--- src/rtl/oi_pkg.sv ---
// Shared constants and types for the output-image frame-buffer write path.
package oi_pkg;

  localparam int unsigned OI_ADDR_W = 32;
  localparam int unsigned OI_DATA_W = 32;
  localparam int unsigned HOLD_W    = 8;

  localparam logic [OI_DATA_W-1:0] OI_BOX_COLOUR = 32'hF800F800;

  // Grant encoding doubles as the one-hot oGrant value.
  typedef enum logic [1:0] {
    GNT_IDLE = 2'b00,
    GNT_P0   = 2'b01,
    GNT_P1   = 2'b10
  } grant_e;

  typedef struct packed {
    logic [OI_ADDR_W-1:0] addr;
    logic [OI_DATA_W-1:0] data;
    logic                 wrreq;
  } wr_req_t;

  function automatic grant_e port_grant(input logic port);
    return port ? GNT_P1 : GNT_P0;
  endfunction

endpackage

--- src/rtl/oi_wr_arbiter_if.sv ---
// Bundle of the two writer ports, the shared master port and arbiter status.
interface oi_wr_arbiter_if #(
  parameter int unsigned CNT_W = 16
);
  import oi_pkg::*;

  logic [OI_ADDR_W-1:0] iAddr_0;
  logic [OI_DATA_W-1:0] iData_0;
  logic                 iWrreq_0;
  logic                 oWait_0;
  logic [OI_ADDR_W-1:0] iAddr_1;
  logic [OI_DATA_W-1:0] iData_1;
  logic                 iWrreq_1;
  logic                 oWait_1;
  logic [OI_ADDR_W-1:0] oAddr_OI;
  logic [OI_DATA_W-1:0] oData_to_OI;
  logic                 oWrreq_OI;
  logic                 iWrite_wait_request;
  logic [1:0]           oGrant;
  logic [CNT_W-1:0]     oBeats_0;
  logic [CNT_W-1:0]     oBeats_1;

  modport slave (
    input  iAddr_0, iData_0, iWrreq_0, iAddr_1, iData_1, iWrreq_1, iWrite_wait_request,
    output oWait_0, oWait_1, oAddr_OI, oData_to_OI, oWrreq_OI, oGrant, oBeats_0, oBeats_1
  );

  modport master (
    output iAddr_0, iData_0, iWrreq_0, iAddr_1, iData_1, iWrreq_1, iWrite_wait_request,
    input  oWait_0, oWait_1, oAddr_OI, oData_to_OI, oWrreq_OI, oGrant, oBeats_0, oBeats_1
  );

endinterface

--- src/rtl/oi_sat_counter.sv ---
// Saturating up-counter with increment enable; sticks at all-ones.
module oi_sat_counter #(
  parameter int unsigned W = 16
) (
  input  logic         clk,
  input  logic         rst_n,
  input  logic         inc,
  output logic [W-1:0] count
);

  logic [W-1:0] count_q, count_d;

  always_comb begin
    count_d = count_q;
    if (inc && (count_q != '1)) count_d = count_q + W'(1);
  end

  always_ff @(posedge clk or negedge rst_n) begin
    if (!rst_n) count_q <= '0;
    else        count_q <= count_d;
  end

  assign count = count_q;

endmodule

--- src/rtl/oi_wr_arbiter.sv ---
// Round-robin two-port write arbiter with bounded grant hold, sharing one
// Avalon-style write master between the pixel writer (0) and box drawer (1).
module oi_wr_arbiter
  import oi_pkg::*;
#(
  parameter int unsigned MAX_HOLD = 16,
  parameter int unsigned CNT_W    = 16
) (
  input  logic           iClk,
  input  logic           iReset_n,
  oi_wr_arbiter_if.slave bus
);

  localparam logic [HOLD_W-1:0] HOLD_MAX = HOLD_W'(MAX_HOLD);

  grant_e            grant_q, grant_d;
  logic              last_q, last_d;
  logic [HOLD_W-1:0] hold_q, hold_d;

  wr_req_t req0, req1, sel;
  logic    accept, stall;
  logic    cur_p1, own_req, other_req, expire;

  assign req0 = '{addr: bus.iAddr_0, data: bus.iData_0, wrreq: bus.iWrreq_0};
  assign req1 = '{addr: bus.iAddr_1, data: bus.iData_1, wrreq: bus.iWrreq_1};

  // State register: grant, most recently granted port, beats in this grant.
  always_ff @(posedge iClk or negedge iReset_n) begin
    if (!iReset_n) begin
      grant_q <= GNT_IDLE;
      last_q  <= 1'b1;
      hold_q  <= '0;
    end else begin
      grant_q <= grant_d;
      last_q  <= last_d;
      hold_q  <= hold_d;
    end
  end

  // Next-state: the grant is frozen whenever a beat is stalled.
  always_comb begin
    grant_d   = grant_q;
    last_d    = last_q;
    hold_d    = hold_q;
    cur_p1    = (grant_q == GNT_P1);
    own_req   = cur_p1 ? bus.iWrreq_1 : bus.iWrreq_0;
    other_req = cur_p1 ? bus.iWrreq_0 : bus.iWrreq_1;
    expire    = 1'b0;
    case (grant_q)
      GNT_IDLE: begin
        hold_d = '0;
        if (bus.iWrreq_0 && (!bus.iWrreq_1 || last_q)) begin
          grant_d = GNT_P0;
          last_d  = 1'b0;
        end else if (bus.iWrreq_1) begin
          grant_d = GNT_P1;
          last_d  = 1'b1;
        end
      end
      GNT_P0, GNT_P1: begin
        if (!stall) begin
          expire = !own_req || (accept && ((hold_q + HOLD_W'(1)) == HOLD_MAX));
          if (!expire) begin
            hold_d = hold_q + HOLD_W'(accept);
          end else begin
            hold_d = '0;
            if (other_req) begin
              grant_d = port_grant(!cur_p1);
              last_d  = !cur_p1;
            end else if (!own_req) begin
              grant_d = GNT_IDLE;
            end
          end
        end
      end
      default: grant_d = GNT_IDLE;
    endcase
  end

  // Output mux: the granted port drives the master; others see waitrequest.
  always_comb begin
    sel         = '0;
    bus.oWait_0 = 1'b1;
    bus.oWait_1 = 1'b1;
    case (grant_q)
      GNT_P0: begin
        sel         = req0;
        bus.oWait_0 = bus.iWrite_wait_request;
      end
      GNT_P1: begin
        sel         = req1;
        bus.oWait_1 = bus.iWrite_wait_request;
      end
      default: ;
    endcase
    bus.oAddr_OI    = sel.addr;
    bus.oData_to_OI = sel.data;
    bus.oWrreq_OI   = sel.wrreq;
    bus.oGrant      = grant_q;
    accept          = sel.wrreq & ~bus.iWrite_wait_request;
    stall           = sel.wrreq &  bus.iWrite_wait_request;
  end

  oi_sat_counter #(.W(CNT_W)) u_beats_0 (
    .clk   (iClk),
    .rst_n (iReset_n),
    .inc   (accept && (grant_q == GNT_P0)),
    .count (bus.oBeats_0)
  );

  oi_sat_counter #(.W(CNT_W)) u_beats_1 (
    .clk   (iClk),
    .rst_n (iReset_n),
    .inc   (accept && (grant_q == GNT_P1)),
    .count (bus.oBeats_1)
  );

endmodule
--- src/flat_wrapper.sv ---
// flat-port wrapper written by rule: the top's interface ports become plain ports
module oi_wr_arbiter_flat import oi_pkg::*;
#(
  parameter int unsigned MAX_HOLD = 16,
  parameter int unsigned CNT_W    = 16
)
  (iClk, iReset_n, bus_iAddr_0, bus_iData_0, bus_iWrreq_0, bus_iAddr_1, bus_iData_1, bus_iWrreq_1, bus_iWrite_wait_request, bus_oWait_0, bus_oWait_1, bus_oAddr_OI, bus_oData_to_OI, bus_oWrreq_OI, bus_oGrant, bus_oBeats_0, bus_oBeats_1);
  oi_wr_arbiter_if #(.CNT_W(CNT_W)) bus_i ();
  input  logic iClk;
  input  logic iReset_n;
  input wire logic [$bits(bus_i.iAddr_0)-1:0] bus_iAddr_0;
  input wire logic [$bits(bus_i.iData_0)-1:0] bus_iData_0;
  input wire logic [$bits(bus_i.iWrreq_0)-1:0] bus_iWrreq_0;
  input wire logic [$bits(bus_i.iAddr_1)-1:0] bus_iAddr_1;
  input wire logic [$bits(bus_i.iData_1)-1:0] bus_iData_1;
  input wire logic [$bits(bus_i.iWrreq_1)-1:0] bus_iWrreq_1;
  input wire logic [$bits(bus_i.iWrite_wait_request)-1:0] bus_iWrite_wait_request;
  output wire logic [$bits(bus_i.oWait_0)-1:0] bus_oWait_0;
  output wire logic [$bits(bus_i.oWait_1)-1:0] bus_oWait_1;
  output wire logic [$bits(bus_i.oAddr_OI)-1:0] bus_oAddr_OI;
  output wire logic [$bits(bus_i.oData_to_OI)-1:0] bus_oData_to_OI;
  output wire logic [$bits(bus_i.oWrreq_OI)-1:0] bus_oWrreq_OI;
  output wire logic [$bits(bus_i.oGrant)-1:0] bus_oGrant;
  output wire logic [$bits(bus_i.oBeats_0)-1:0] bus_oBeats_0;
  output wire logic [$bits(bus_i.oBeats_1)-1:0] bus_oBeats_1;
  assign bus_i.iAddr_0 = bus_iAddr_0;
  assign bus_i.iData_0 = bus_iData_0;
  assign bus_i.iWrreq_0 = bus_iWrreq_0;
  assign bus_i.iAddr_1 = bus_iAddr_1;
  assign bus_i.iData_1 = bus_iData_1;
  assign bus_i.iWrreq_1 = bus_iWrreq_1;
  assign bus_i.iWrite_wait_request = bus_iWrite_wait_request;
  assign bus_oWait_0 = bus_i.oWait_0;
  assign bus_oWait_1 = bus_i.oWait_1;
  assign bus_oAddr_OI = bus_i.oAddr_OI;
  assign bus_oData_to_OI = bus_i.oData_to_OI;
  assign bus_oWrreq_OI = bus_i.oWrreq_OI;
  assign bus_oGrant = bus_i.oGrant;
  assign bus_oBeats_0 = bus_i.oBeats_0;
  assign bus_oBeats_1 = bus_i.oBeats_1;
  oi_wr_arbiter #(.MAX_HOLD(MAX_HOLD), .CNT_W(CNT_W)) u_core (.iClk(iClk), .iReset_n(iReset_n), .bus(bus_i));
endmodule
--- config.mk ---
export PLATFORM = sky130hd
export DESIGN_NAME = oi_wr_arbiter_flat
export DESIGN_NICKNAME = d
export VERILOG_FILES = /design/src/rtl/oi_pkg.sv /design/src/rtl/oi_wr_arbiter_if.sv /design/src/rtl/oi_sat_counter.sv /design/src/rtl/oi_wr_arbiter.sv /design/src/flat_wrapper.sv
export SDC_FILE = /design/constraint.sdc
export NUM_CORES = 1
export LEC_CHECK = 0
export ABC_AREA = 1
export BUFFER_PORTS_ARGS = -buffer_cell sky130_fd_sc_hd__buf_2
export CORE_MARGIN = 4
export CORE_UTILIZATION = 42
export CTS_BUF_LIST = sky130_fd_sc_hd__clkbuf_8 sky130_fd_sc_hd__clkbuf_16
export DETAILED_ROUTE_END_ITERATION = 10
export PLACE_DENSITY = 0.81
export SLEW_MARGIN = 20
export SYNTH_ARGS = -nofsm -noshare
export SYNTH_HDL_FRONTEND = slang
export SYNTH_SLANG_ARGS = --single-unit
--- constraint.sdc ---
create_clock -name iClk -period 2.4 [get_ports iClk]
set_input_delay 0.6 -clock iClk [delete_from_list [all_inputs] [get_ports iClk]]
set_output_delay 0.6 -clock iClk [all_outputs]
set_load 0.01 [all_outputs]
==> impl_metrics.json, run 1 <==
{
  "synthesis.instances": 532,
  "synth-seq-cells": 43,
  "cts_buffer_depth": 2,
  "gp_congestion": 0.972,
  "setup.worst_path.class": "flop to primary output",
  "cts_root_buf": "clkbuf_8",
  "instances_no_fill": 863,
  "utilization_pct": 63.5,
  "die-area_um2": 9640,
  "met1Wirelength_mm": 5.18,
  "route.detailed.wl_per_inst_um": 15.2,
  "grt_pass1_wl_mm": 21.1,
  "yosysWarnings": 0,
  "chipHeight_um": 98.2,
  "setup_crit_start_kind": "flop",
  "drt-vias-per-instance": 5.09,
  "vdd_ir_drop_max_v": 0.000412,
  "cellPowerDensity_nw_per_um2": 842,
  "distinct_cell_type_count_of_the_synthesized_netlist": 23,
  "grt_use_total_pct": 26.4,
  "timing.final.max_slew_violations": 0,
  "ios": 234,
  "final_hpwl_dp_mm": 10.2,
  "routed-wl-met3_mm": 1.20,
  "post-place-cells": 849,
  "detailedRoute.firstPassIterationCount": 5,
  "globalRouteOverflowTotal": 0,
  "drt_antenna_net_count": 0,
  "wirelength_routed_mm": 13.1,
  "floorplan.initialDensity_pct": 43.7,
  "fmax_mhz": 431,
  "finalCritPeriodShare_pct": 96.6,
  "design.final.nets": 900,
  "holdBufCountCts": 0,
  "areaGrowthSynthToFinish_pct": 45.2,
  "netlist_area_um2": 3420,
  "dr.max_layer_used": "met4",
  "post_route_cells_drive_above_1_share_pct": 36.1,
  "finalHoldViolCount": 0,
  "clkLatencyLatePin_ns": 0.29,
  "syn_area_per_cell_um2": 6.42,
  "grt_antenna_before_repair": 0,
  "clkSinkCount": 43,
  "tritoncts": "done",
  "period_needed_ns": 2.32,
  "num_rows": 32,
  "worstPathMaxFanout": 23,
  "met2_wirelength_mm": 6.45,
  "worst_pin_slew_ns": 0.529,
  "seq_area_frac_synth_pct": 31.5,
  "hold_ws_ns": 0.369,
  "slew_headroom_pct": 64.7,
  "min_path_type": "primary input to async pin",
  "routed-via-count": 4390,
  "run_status": "completed",
  "core_region_area_um2": 7810,
  "finalSetupViolations": 0,
  "grt_pass1_vias": 4296,
  "port_buffers": 233,
  "skew_ns": 0.00945,
  "detail_route.iter0.violations": 262,
  "clkSlewWorstSetupHoldPaths_ns": 0.09,
  "crit_arrival_ns": 1.72,
  "dpl-instance-area_um2": 4680,
  "final_cell_area_um2": 4960,
  "critPathCaptureType": "primary output",
  "htree_levels": 2,
  "leakage_power_figure_uw": 0.00262,
  "grt_start_max_net_pins": 44,
  "drv_cap": 0,
  "syn-num-nets": 673,
  "cts_inserted_buffers": 5,
  "tns_ns": 0,
  "fp.dieW_um": 98.2,
  "drcViolationCount": 0,
  "cp.required_ns": 1.80
}
==> metrics by stage <==
stage	total power (uW)	setup slack, ns
5_1_grt	4470	-0.000513
4_1_cts	4150	0.0698
6_report	4180	0.0823
3_5_place_dp	3250	0.114
3_3_place_gp	3180	0.202
2_1_floorplan	2320	0.150
==> registers in the layout (all words and copies together), names as in the netlist <==
signal / cells
u_core.bus.oGrant: 2
u_core.hold_q: 8
u_core.last_q: 1
u_core.u_beats_0.count: 16
u_core.u_beats_1.count: 16
==> area by class of cell <==
| class | count | area [um2] |
|---|---|---|
| fillers | 687 | 2850 |
| multi-input cells | 428 | 2140 |
| repair buffers | 246 | 1350 |
| flip-flops and latches | 43 | 1080 |
| inverters | 35 | 131 |
| well taps | 102 | 128 |
| clock buffers | 5 | 68.8 |
| clock inverters | 3 | 63.8 |
| diodes | 1 | 2.50 |
==> cell usage after synthesis <==
master,number,share of area (%)
nor2_2,3,0.55
nor3_4,1,0.48
o21ai_0,14,2.1
nor2_1,40,4.4
nor3_1,8,1.2
clkbuf_1,16,1.8
nand3b_1,3,0.66
a21oi_1,70,10
xor2_1,26,6.7
nor3_2,3,0.88
nand2_1,209,23
buf_4,1,0.22
nand3_1,21,3.1
nand4_1,9,1.6
clkinv_1,1,0.11
nand2_2,4,0.73
dfstp_2,1,0.77
buf_6,4,1.3
inv_1,34,3.7
xnor2_1,9,2.3
dfrtp_1,42,31
ha_1,8,2.9
buf_1,5,0.55
==> repair_timing <==
action,4_1_cts,5_1_grt
gates cloned,2,0
gates resized for setup,8,5
endpoints found under the setup margin,32,37
buffers inserted,3,0
==> cell families after synthesis <==
| logic type | synth area share, % |
|---|---|
| adders and majority gates | 2.93 |
| xor gates and xnor gates | 8.97 |
| and+or+nand+nor | 36.6 |
| DFF | 31.5 |
| AOI/OAI and AO/OA | 12.3 |
| buffers and inverters | 7.69 |
==> critical path: stages, from the launching register on <==
cell	delay, ns
dfrtp_1	0.35
inv_1	0.10
ha_4	0.33
inv_2	0.06
buf_4	0.21
a21oi_1	0.21
buf_2	0.17
==> worst paths after layout <==
check	cells after the start	start	slack, ns	end
min reg2reg	2	u_core.last_q	0.47	u_core.last_q
max	6	u_core.bus.oGrant[1]	0.08	bus_oAddr_OI[11]
max reg2reg	12	u_core.bus.oGrant[1]	0.28	u_core.hold_q[4]
min	2	iReset_n	0.37	u_core.u_beats_1.count[2]
min in group iClk	2	u_core.last_q	0.47	u_core.last_q
max in group asynchronous	2	iReset_n	1.65	u_core.last_q
==> where the power goes <==
group | switching [uW] | leakage [uW] | internal [uW] | total (uW)
combinational | 1610 | 0.00199 | 1010 | 2630
clock | 248 | 0.0000695 | 412 | 660
sequential | 79.4 | 0.000567 | 809 | 889
total | 1940 | 0.00262 | 2230 | 4180
==> cells in the final DEF (no fill, tap or decap), types with 2 or more instances in the layout <==
cell and count:
buf_2 233, nand3b_1 3, xnor2_1 9, nand2_1 209, nand4_1 9, nor2_2 3, bufinv_16 2, inv_2 2
ha_1 5, buf_12 3, inv_1 33, o21ai_0 14, buf_4 7, clkbuf_8 5, nor3_2 3, nand2_2 4
dfrtp_1 42, a21oi_1 66, xor2_1 26, ha_4 3, nor2_1 40, a21oi_2 3, nand3_1 21, nor3_1 8
==> metal layers <==
metal	vias up	GRT usage [%]
met3	20	7.36
met1	2001	32.4
li1	2153	-
met4	0	8.09
met2	216	45.1
met5	-	0
Note: power is estimated with default switching activity, not from simulation.
==> run 2, diff against run 1 <==
--- a/config.mk
+++ b/config.mk
@@ -8,10 +8,10 @@
 export ABC_AREA = 1
 export BUFFER_PORTS_ARGS = -buffer_cell sky130_fd_sc_hd__buf_2
 export CORE_MARGIN = 4
-export CORE_UTILIZATION = 42
-export CTS_BUF_LIST = sky130_fd_sc_hd__clkbuf_8 sky130_fd_sc_hd__clkbuf_16
+export CORE_UTILIZATION = 43
+export CTS_BUF_LIST = sky130_fd_sc_hd__clkbuf_4 sky130_fd_sc_hd__clkbuf_8
 export DETAILED_ROUTE_END_ITERATION = 10
-export PLACE_DENSITY = 0.81
+export PLACE_DENSITY = 0.83
 export SLEW_MARGIN = 20
 export SYNTH_ARGS = -nofsm -noshare
 export SYNTH_HDL_FRONTEND = slang
==> impl_metrics.json, run 2 (synthesis results as in run 1) <==
{
  "combinationalPowerShare_pct": 62.2,
  "detail_route.iter0.violations": 330,
  "setup.worst_path.class": "flop to primary output",
  "worstPathCellList": "buf_4 -> ha_4 -> buf_12 -> nand2_1 -> a21oi_2 -> buf_2",
  "core_region_area_um2": 7730,
  "tritoncts": "done",
  "grt_pass1_vias": 4184,
  "place_worst_setup_slack_ns": 0.0763,
  "fp.dieW_um": 97.1,
  "slew_headroom_pct": 70.9,
  "drt-vias-per-instance": 5.01,
  "drt_antenna_net_count": 0,
  "p_sw_share_pct": 46.8,
  "final_hpwl_dp_mm": 10.4,
  "holdBufCountCts": 0,
  "worst_path_max_delay_cell": "dfrtp_1",
  "globalRouteOverflowTotal": 0,
  "cp.required_ns": 1.80,
  "fmax_mhz": 427,
  "fill_cells": 701,
  "port_buffers": 233,
  "mostFrequentLayoutCell": "buf_2",
  "final_cell_area_um2": 4950,
  "grt_use_total_pct": 25.6,
  "critical_path.top_delay_family": "buffers and inverters",
  "design.final.nets": 901,
  "finalSetupViolations": 0,
  "routed-via-count": 4324,
  "cellPowerDensity_nw_per_um2": 845,
  "vdd_ir_drop_max_v": 0.000464,
  "areaGrowthSynthToFinish_pct": 44.9,
  "critical-path-max-stage-delay_ns": 0.37,
  "grt_pass1_wl_mm": 20.0,
  "period_needed_ns": 2.34,
  "net-switching-power_uw": 1960,
  "worst_pin_slew_ns": 0.436,
  "route.detailed.wl_per_inst_um": 14.8,
  "hold_ws_ns": 0.132,
  "clkLatencyLatePin_ns": 0.30,
  "min_path_type": "primary input to async pin",
  "area_of_combinational_cells_with_multiple_inputs_um2": 2130,
  "die-area_um2": 9430,
  "chipHeight_um": 97.1,
  "worstPathMaxFanout": 28,
  "tns_ns": 0,
  "dpl-instance-area_um2": 4700,
  "cts_root_buf": "clkbuf_8",
  "detailedRoute.firstPassIterationCount": 5,
  "ios": 234,
  "skew_ns": 0.0112,
  "run_status": "completed",
  "drv_cap": 0,
  "post_route_cells_drive_above_1_share_pct": 36.5,
  "htree_levels": 2,
  "rsz0062_at_grt": "no",
  "num_rows": 32,
  "timing.final.max_slew_violations": 0,
  "worstPathBufferInverterCount": 3,
  "grt_antenna_before_repair": 0,
  "drcViolationCount": 0,
  "floorplan.initialDensity_pct": 44.2,
  "clkSinkCount": 43,
  "critPathCaptureType": "primary output",
  "finalPower_uw": 4180,
  "grt_start_max_net_pins": 45,
  "antennaDiodeCount": 0,
  "final-seq-area_um2": 1080,
  "wirelength_routed_mm": 12.8,
  "clkSlewWorstSetupHoldPaths_ns": 0.09,
  "cts_inserted_buffers": 5,
  "cts_buffer_depth": 2,
  "seq_power_share_pct": 21.4,
  "finalCritPeriodShare_pct": 97.5,
  "gp_congestion": 0.955,
  "crit_arrival_ns": 1.74,
  "setup_crit_start_kind": "flop",
  "finalHoldViolCount": 0,
  "worst_slack_ns": 0.0603,
  "leakage_power_figure_uw": 0.00262,
  "share_clk_of_total_power_pct": 16.4,
  "intPower_uw": 2220,
  "most-common-layout-cells": "233 x buf_2, 209 x nand2_1, 65 x a21oi_1"
}
run 2: worst paths after layout:
path,startpoint,end,slack [ns],depth (start not counted)
worst max-delay path,u_core.bus.oGrant[0],bus_oData_to_OI[16],0.06,6
worst min-delay path,iReset_n,u_core.u_beats_0.count[0],0.13,1
worst max register to register,u_core.bus.oGrant[1],u_core.hold_q[4],0.26,12
worst min register to register,u_core.last_q,u_core.last_q,0.48,2
max in group asynchronous,iReset_n,u_core.last_q,1.55,2
min in group iClk,u_core.last_q,u_core.last_q,0.48,2
run 2: what timing repair did:
item | CTS | global route
pin swaps | 0 | 1
cloned | 0 | 1
setup buffers | 2 | 0
resized for setup | 6 | 10
setup endpoints to repair | 55 | 56
run 2: layout make-up:
| type | instances | share of cell area, % |
|---|---|---|
| clock inverter | 2 | 1.21 |
| tap | 102 | 2.58 |
| clock buffer | 6 | 1.54 |
| sequential | 43 | 21.8 |
| inverter | 35 | 2.71 |
| multi-input combinational | 428 | 43.1 |
| timing repair buffer | 247 | 27.1 |
run 2: worst register-to-register path: stages, from the launching register on:
cell	delay (ns)
dfrtp_1	0.39
inv_2	0.08
ha_4	0.32
nand3_1	0.10
nand2_2	0.13
nand2_2	0.10
inv_1	0.07
ha_1	0.16
ha_1	0.14
inv_1	0.05
nor3_1	0.26
xor2_1	0.19
a21oi_1	0.05
run 2: per-stage QoR:
stage / util (%) / instances
final: 64.0 / 863
after floorplan: - / 532
after CTS: 63.1 / 862
after global placement: 60.9 / 852
after global routing: 64.0 / 863
after detailed placement: 60.9 / 852
run 2: metal layers:
layer	wire, um	up-vias	track usage [%]
li1	-	2149	-
met1	4840	1952	30.2
met2	6380	188	45.3
met3	1190	35	5.96
met4	404	0	9.18
met5	0	-	0
run 2: power groups by stage:
stage	Combinational [uW]	Clock [uW]	Sequential [uW]
4_1_cts	2440	699	888
5_1_grt	2830	721	906
3_5_place_dp	2370	0	905
2_1_floorplan	1390	0	927
3_3_place_gp	2320	0	901
6_report	2600	684	894
